--- config.mk ---
export PLATFORM = sky130hd
export DESIGN_NAME = detect_event_logger
export DESIGN_NICKNAME = d
export VERILOG_FILES = /design/src/rtl/detect_event_logger.sv
export SDC_FILE = /design/constraint.sdc
export NUM_CORES = 1
export LEC_CHECK = 0
export CORE_MARGIN = 2
export CORE_UTILIZATION = 40
export CTS_CLUSTER_SIZE = 16
export DETAILED_ROUTE_END_ITERATION = 8
export PLACE_DENSITY_LB_ADDON = 0.08
export SYNTH_ARGS = -nofsm -noshare
export SYNTH_HDL_FRONTEND = slang
export SYNTH_SLANG_ARGS = --single-unit
--- constraint.sdc ---
create_clock -name clk -period 3.2 [get_ports clk]
set_input_delay 0.8 -clock clk [delete_from_list [all_inputs] [get_ports clk]]
set_output_delay 0.8 -clock clk [all_outputs]
set_load 0.02 [all_outputs]
--- src/rtl/detect_event_logger.sv ---
// detect_event_logger: timestamps detection pulses, counts them, and buffers the stamps in a FWFT FIFO
// Ports:
//   clk, rst (async active-low)
//   detected   - detection pulse, pushes the current timestamp
//   clear      - synchronous flush of FIFO, counters and flags
//   evt_valid / evt_ready / evt_ts - FIFO head handshake
//   evt_count  - saturating detection count, including drops
//   fifo_level - occupancy
//   overflow   - sticky drop flag
//   evt_gap    - head entry gap, present only with DETLOG_GAP_EN defined
module detect_event_logger #(
    parameter int TS_W  = 16,
    parameter int DEPTH = 4,
    parameter int CNT_W = 8
) (
    input  logic                     clk,
    input  logic                     rst,
    input  logic                     detected,
    input  logic                     clear,
    output logic                     evt_valid,
    input  logic                     evt_ready,
    output logic [TS_W-1:0]          evt_ts,
    output logic [CNT_W-1:0]         evt_count,
    output logic [$clog2(DEPTH):0]   fifo_level,
    output logic                     overflow
`ifdef DETLOG_GAP_EN
    ,
    output logic [TS_W-1:0]          evt_gap
`endif
);
    localparam int AW = $clog2(DEPTH);

    logic [TS_W-1:0]  ts_q, ts_d;
    logic [TS_W-1:0]  mem_q [DEPTH];
    logic [TS_W-1:0]  mem_d [DEPTH];
    logic [AW-1:0]    wp_q, wp_d, rp_q, rp_d;
    logic [AW:0]      lvl_q, lvl_d;
    logic [CNT_W-1:0] cnt_q, cnt_d;
    logic             ovf_q, ovf_d;
    logic             pop, push;

    always_comb begin
        pop   = (lvl_q != '0) && evt_ready;
        // a pop in the same cycle frees the slot, so a full FIFO still accepts
        push  = detected && ((lvl_q != (AW+1)'(DEPTH)) || pop);
        ts_d  = clear ? '0 : ts_q + TS_W'(1);
        wp_d  = clear ? '0 : wp_q + AW'(push);
        rp_d  = clear ? '0 : rp_q + AW'(pop);
        lvl_d = clear ? '0 : lvl_q + (AW+1)'(push) - (AW+1)'(pop);
        cnt_d = clear ? '0 : cnt_q + CNT_W'(detected && (cnt_q != '1));
        ovf_d = !clear && (ovf_q || (detected && !push));
        mem_d = mem_q;
        if (push) mem_d[wp_q] = ts_q;
    end

    always_ff @(posedge clk or negedge rst) begin
        if (!rst) begin
            ts_q  <= '0;
            wp_q  <= '0;
            rp_q  <= '0;
            lvl_q <= '0;
            cnt_q <= '0;
            ovf_q <= 1'b0;
            for (int i = 0; i < DEPTH; i++) mem_q[i] <= '0;
        end else begin
            ts_q  <= ts_d;
            wp_q  <= wp_d;
            rp_q  <= rp_d;
            lvl_q <= lvl_d;
            cnt_q <= cnt_d;
            ovf_q <= ovf_d;
            mem_q <= mem_d;
        end
    end

    assign evt_valid  = lvl_q != '0;
    assign evt_ts     = mem_q[rp_q];
    assign evt_count  = cnt_q;
    assign fifo_level = lvl_q;
    assign overflow   = ovf_q;

`ifdef DETLOG_GAP_EN
    logic [TS_W-1:0] gap_q [DEPTH];
    logic [TS_W-1:0] gap_d [DEPTH];
    logic [TS_W-1:0] gcnt_q, gcnt_d;
    logic            first_q, first_d;

    // gcnt counts cycles since the last stored event; dropped events leave it alone
    always_comb begin
        gcnt_d  = clear ? '0 : push ? TS_W'(1) : gcnt_q + TS_W'(gcnt_q != '1);
        first_d = clear || (first_q && !push);
        gap_d   = gap_q;
        if (push) gap_d[wp_q] = first_q ? '0 : gcnt_q;
    end

    always_ff @(posedge clk or negedge rst) begin
        if (!rst) begin
            gcnt_q  <= '0;
            first_q <= 1'b1;
            for (int i = 0; i < DEPTH; i++) gap_q[i] <= '0;
        end else begin
            gcnt_q  <= gcnt_d;
            first_q <= first_d;
            gap_q   <= gap_d;
        end
    end

    assign evt_gap = gap_q[rp_q];
`endif
endmodule

Yosys cells after proc, flatten, opt, wreduce, memory -nomap -nowiden
Cells that the tools add are included.
{"block": "op_classes", "n_mux": 11, "bitwise_logic": 2, "eq_ne": 2, "reduce_logical": 11, "order_cmp": 3, "addsub": 6}
{"operator": "$bwmux W64", "count": 1}
{"operator": "$mux W16", "count": 4}
{"operator": "$bmux W16 S2", "count": 1}
{"operator": "$demux W16 S2", "count": 1}
{"operator": "$add A16 B1 Y16 const B", "count": 1}
{"operator": "$add A8 B1 Y8", "count": 1}
{"operator": "$mux W8", "count": 1}
{"operator": "$ne A8 B8 Y1 const B", "count": 1}
{"operator": "$ge A3 B3 Y1 const B", "count": 2}
{"operator": "$logic_and A1 B1 Y1", "count": 6}
{"operator": "$not A2 Y3", "count": 2}
{"operator": "$add A2 B1 Y2", "count": 2}
{"operator": "$mux W2", "count": 2}
{"operator": "$add A3 B1 Y3", "count": 1}
{"operator": "$lt A3 B1 Y1 const B", "count": 1}
{"operator": "$mux W3", "count": 1}
{"operator": "$ne A3 B3 Y1 const B", "count": 1}
{"operator": "$reduce_bool A3 Y1", "count": 1}
{"operator": "$sub A3 B1 Y3", "count": 1}
{"operator": "$logic_not A1 Y1", "count": 2}
{"operator": "$logic_or A1 B1 Y1", "count": 2}
{"block": "totals", "elab_cells": 45, "in_bits": 5, "register_bits": 96, "out_inout_bits": 29}

Longest topological paths before layout
{"block": "depth", "depth_word": 8, "mapped_depth": 11, "ltp_nobuf": 10}

Worst setup path after synthesis
No wires, ideal clock.
{"block": "synth_path", "path_type": "input-to-reg", "startpoint": "input evt_ready", "endpoint": "register lvl_q[2] (netlist: fifo_level[2])", "cell_stages": 11, "setup_time_ns": 0.086, "t_required_ns": 3.114, "path_slack_ns": 0.358, "n_path_buf": 1, "arrival_time_ns": 2.756, "cell_sequence": "or4b_1 -> buf_6 -> nand2_1 -> ha_1 -> inv_1 -> ha_1 -> inv_1 -> fa_1 -> xor2_1 -> and2_2 -> nor3_1"}
{"block": "synth_between", "elab_chain_cells": 6}
{"item": "start: declaration", "line": "21", "source": "input logic evt_ready,"}
{"item": "$logic_and A1 B1 Y1 *", "line": "43", "source": "pop = (lvl_q != '0) && evt_ready;"}
{"item": "$logic_or A1 B1 Y1", "line": "45", "source": "push = detected && ((lvl_q != (AW+1)'(DEPTH)) || pop);"}
{"item": "$logic_and A1 B1 Y1", "line": "45"}
{"item": "$add A3 B1 Y3", "line": "49", "source": "lvl_d = clear ? '0 : lvl_q + (AW+1)'(push) - (AW+1)'(pop);"}
{"item": "$sub A3 B1 Y3 *", "line": "49"}
{"item": "$mux W3 *", "line": "49"}
{"item": "named net lvl_d[2]", "line": "37", "source": "logic [AW:0] lvl_q, lvl_d;"}
{"item": "end signal: assignment", "line": "69", "source": "lvl_q <= lvl_d;"}
{"item": "end: declaration", "line": "37"}
The timed path passes the listed nets; every way through them passes the cells marked *.
A chain may end at the register's enable or synchronous reset.

Worst setup path after layout
{"block": "layout_path", "startpoint": "register rp_q[0]", "endpoint": "output evt_ts[3]"}
{"block": "layout_between", "elab_chain_cells": 4}
{"item": "start: declaration", "line": "36", "source": "logic [AW-1:0] wp_q, wp_d, rp_q, rp_d;"}
{"item": "start signal: assignment", "line": "68", "source": "rp_q <= rp_d;"}
{"item": "$not A2 Y3 (implied by the code)", "line": "77", "source": "assign evt_ts = mem_q[rp_q];"}
{"item": "$bmux W16 S2", "line": "77"}
{"item": "$mux W16 (implied by the code) (2 in a row)", "line": "77"}
{"item": "end: declaration", "line": "22", "source": "output logic [TS_W-1:0] evt_ts,"}
No other way between the ends. The select of a mux whose other input is x is not followed.

==> impl_metrics.json <==
{
  "grt_overflow_total": 0,
  "viasPerCell": 5.24,
  "antenna_found_initial": 0,
  "place_area_mm2": 0.00500,
  "grt_usage_pct": 15.7,
  "synth_xor_area_share_pct": 1.72,
  "clockBufferDepth": 2,
  "initial_core_util_pct": 40.5,
  "die_w_um": 111,
  "maxCapViolCount": 0,
  "ant_nets": 0,
  "p_per_area_mw_per_mm2": 591,
  "areaGrowthSynthToFinish_pct": 15.9,
  "period_needed_ns": 3.00,
  "wire_per_inst_um": 18.1,
  "grt_pass1_wl_mm": 15.0,
  "synth_top_family_by_area": "multiplexers",
  "fin_tns_setup_ns": 0,
  "finalHoldViolCount": 0,
  "multi_input_area_mm2": 0.00200,
  "hpwl_mm": 5.41,
  "final.fill_count": 1011,
  "cts_buffers": 9,
  "max_freq_mhz": 333,
  "drt_wl_total_mm": 8.93,
  "cts_root_buf": "clkbuf_16",
  "h-tree-depth": 3,
  "cpMaxStageDelayCell": "clkdlybuf4s50_1",
  "slew_violations": 0,
  "crit_required_ns": 2.40,
  "vias": 2588,
  "rsz0062_at_grt": "false",
  "post_cts_resized": 0,
  "io_buffers": 33,
  "synthSimpleGateAreaFrac_pct": 9.89,
  "synth_area_leader_cell": "dfrtp_1",
  "drc_errors": 0,
  "core-area_mm2": 0.0113,
  "setup.worst_path.class": "flip-flop to output port",
  "drtIter0Drc": 135,
  "cts_setup_buffers": 0,
  "critical_path_arrival_ns": 2.20,
  "avgSynthCellArea_um2": 14.4,
  "ys_types": 36,
  "yosysTopAreaCellShare_pct": 52.4,
  "critPathCaptureType": "output port",
  "worst_path_largest_cell_delay_ns": 0.56,
  "p_leak_nw": 2.46,
  "grt_max_degree": 53,
  "synth.cell_area_mm2": 0.00458,
  "drive_gt1_share_pct": 31.9,
  "synth_compound_area_share_pct": 2.68,
  "cts.sinks": 96,
  "drt-pass1-iter-count": 4,
  "gp_congestion": 0.688,
  "synth_adder_area_share_pct": 2.35,
  "clock_latency_ns": 0.34,
  "chipHeight_um": 111,
  "start_kind": "flip-flop",
  "die-area_mm2": 0.0123,
  "worst_pin_slew_ns": 0.751,
  "worstPathCellList": "buf_12, mux4_2, clkdlybuf4s50_1",
  "syn_nets": 331,
  "ys_seq_elements": 96,
  "fin_worst_skew_ns": 0.0107,
  "seqCellArea_mm2": 0.00240,
  "hp-class": "input port to async pin",
  "setup_viol": 0,
  "yosys_warnings": 0,
  "peakVddDrop_uv": 356,
  "synth_area_leaders": "dfrtp_1, mux2_4, mux2_2, mux4_2, ha_1",
  "syn_inst": 318,
  "design_area_mm2": 0.00531,
  "cts_tree": "yes",
  "crit_fanout": 13,
  "num_rows": 39,
  "muxShareOfSynthArea_pct": 27.0,
  "nets": 359,
  "ioPinCount": 34,
  "grt_pass1_vias": 2771,
  "p_total_mw": 3.14,
  "cts_hold_buf": 0,
  "clk_pin_slew_ns": 0.06,
  "diodes": 0,
  "seq_area_frac_synth_pct": 52.4,
  "status": "finished clean",
  "finalCritPeriodShare_pct": 93.8,
  "slew_headroom_pct": 49.8
}
## critical path: cells and delay by family (launching register included)
kind / cells / cell delay [ns]
multiplexers: 1 / 0.54
buffers and inverters: 2 / 0.78
flip-flops: 1 / 0.54
## area by class of cell
cell class	instances	share of cell area, %
Clock buffer	10	4.31
Clock inverter	6	1.58
Inverter	5	0.353
Multi-Input combinational cell	195	37.7
Sequential cell	96	45.2
Tap cell	143	3.37
Timing Repair Buffer	39	7.49
## power breakdown
part | switching, mW | internal, mW
clock | 0.462 | 0.683
combinational | 0.295 | 0.322
sequential | 0.0839 | 1.30
total | 0.840 | 2.30
## synth_stat cells, drive strengths merged
cell,n
nor2b,10
nor4b,1
or4b,1
nor3,1
a21oi,11
or4,4
o21a,1
or3,7
and2,2
ha,7
nor4,4
o21ai,6
clkbuf,5
dfrtp,96
buf,17
nand4b,2
nand2,7
nand4,6
mux4,16
fa,1
mux2,68
nor2,17
o31ai,4
xor2,5
xnor2,4
inv,5
nand3,10
## final timing paths
path                                         start                      end  slack [ns]  cells past startpoint
min in group clk             mem_q[61]$_DFFE_PN0P_    mem_q[61]$_DFFE_PN0P_        0.50                      1
max in group asynchronous                      rst    mem_q[26]$_DFFE_PN0P_        2.04                      2
hold / removal                                 rst    mem_q[61]$_DFFE_PN0P_        0.47                      1
hold reg to reg              mem_q[61]$_DFFE_PN0P_    mem_q[61]$_DFFE_PN0P_        0.50                      1
setup reg to reg           fifo_level[1]$_DFF_PN0_  fifo_level[2]$_DFF_PN0_        0.60                     10
setup / recovery                 rp_q[0]$_DFF_PN0_                evt_ts[3]        0.20                      3
## logic make-up after synthesis
kind of cell / after synthesis
xor+xnor: 9
simple gates: 72
flops: 96
buf+inv: 27
mux: 84
fa+ha+maj: 8
compound gates: 22
## metal layers
metal | share of wire, % | global-route usage (%) | vias to the layer above | routed length (um)
met5 | 0 | 0 | - | 0
met4 | 1.8 | 7.33 | 0 | 162
met3 | 2.2 | 3.28 | 11 | 197
met2 | 47 | 24.2 | 30 | 4190
met1 | 49 | 21.6 | 1338 | 4380
li1 | - | - | 1209 | -
## cells in the final DEF (no fill, tap or decap), types with 9 or more instances in the layout
cell type        instances
dfrtp_1                 96
mux2_2                  38
clkdlybuf4s50_1         32
mux2_4                  30
nor2_1                  17
mux4_2                  16
a21oi_1                 11
nor2b_1                 10
nand3_1                  9
clkbuf_16                9
## registers in the layout, summed over array words and instances, names as in the netlist
register	cells
fifo_level	3
mem_q	64
rp_q	2
ts_q	16
overflow	1
evt_count	8
wp_q	2
## stage by stage
step                hold slack, ns  setup slack, ns  cells  util (%)
global placement             0.482           0.0137    478      44.2
detailed placement           0.491          -0.0289    478      44.2
finish                       0.474            0.199    494      46.9
floorplan                    0.474            0.358    318         -
CTS                          0.489            0.131    494      46.9
global route                 0.507            0.104    494      46.9
No activity file was read; power rests on OpenSTA's default activity.
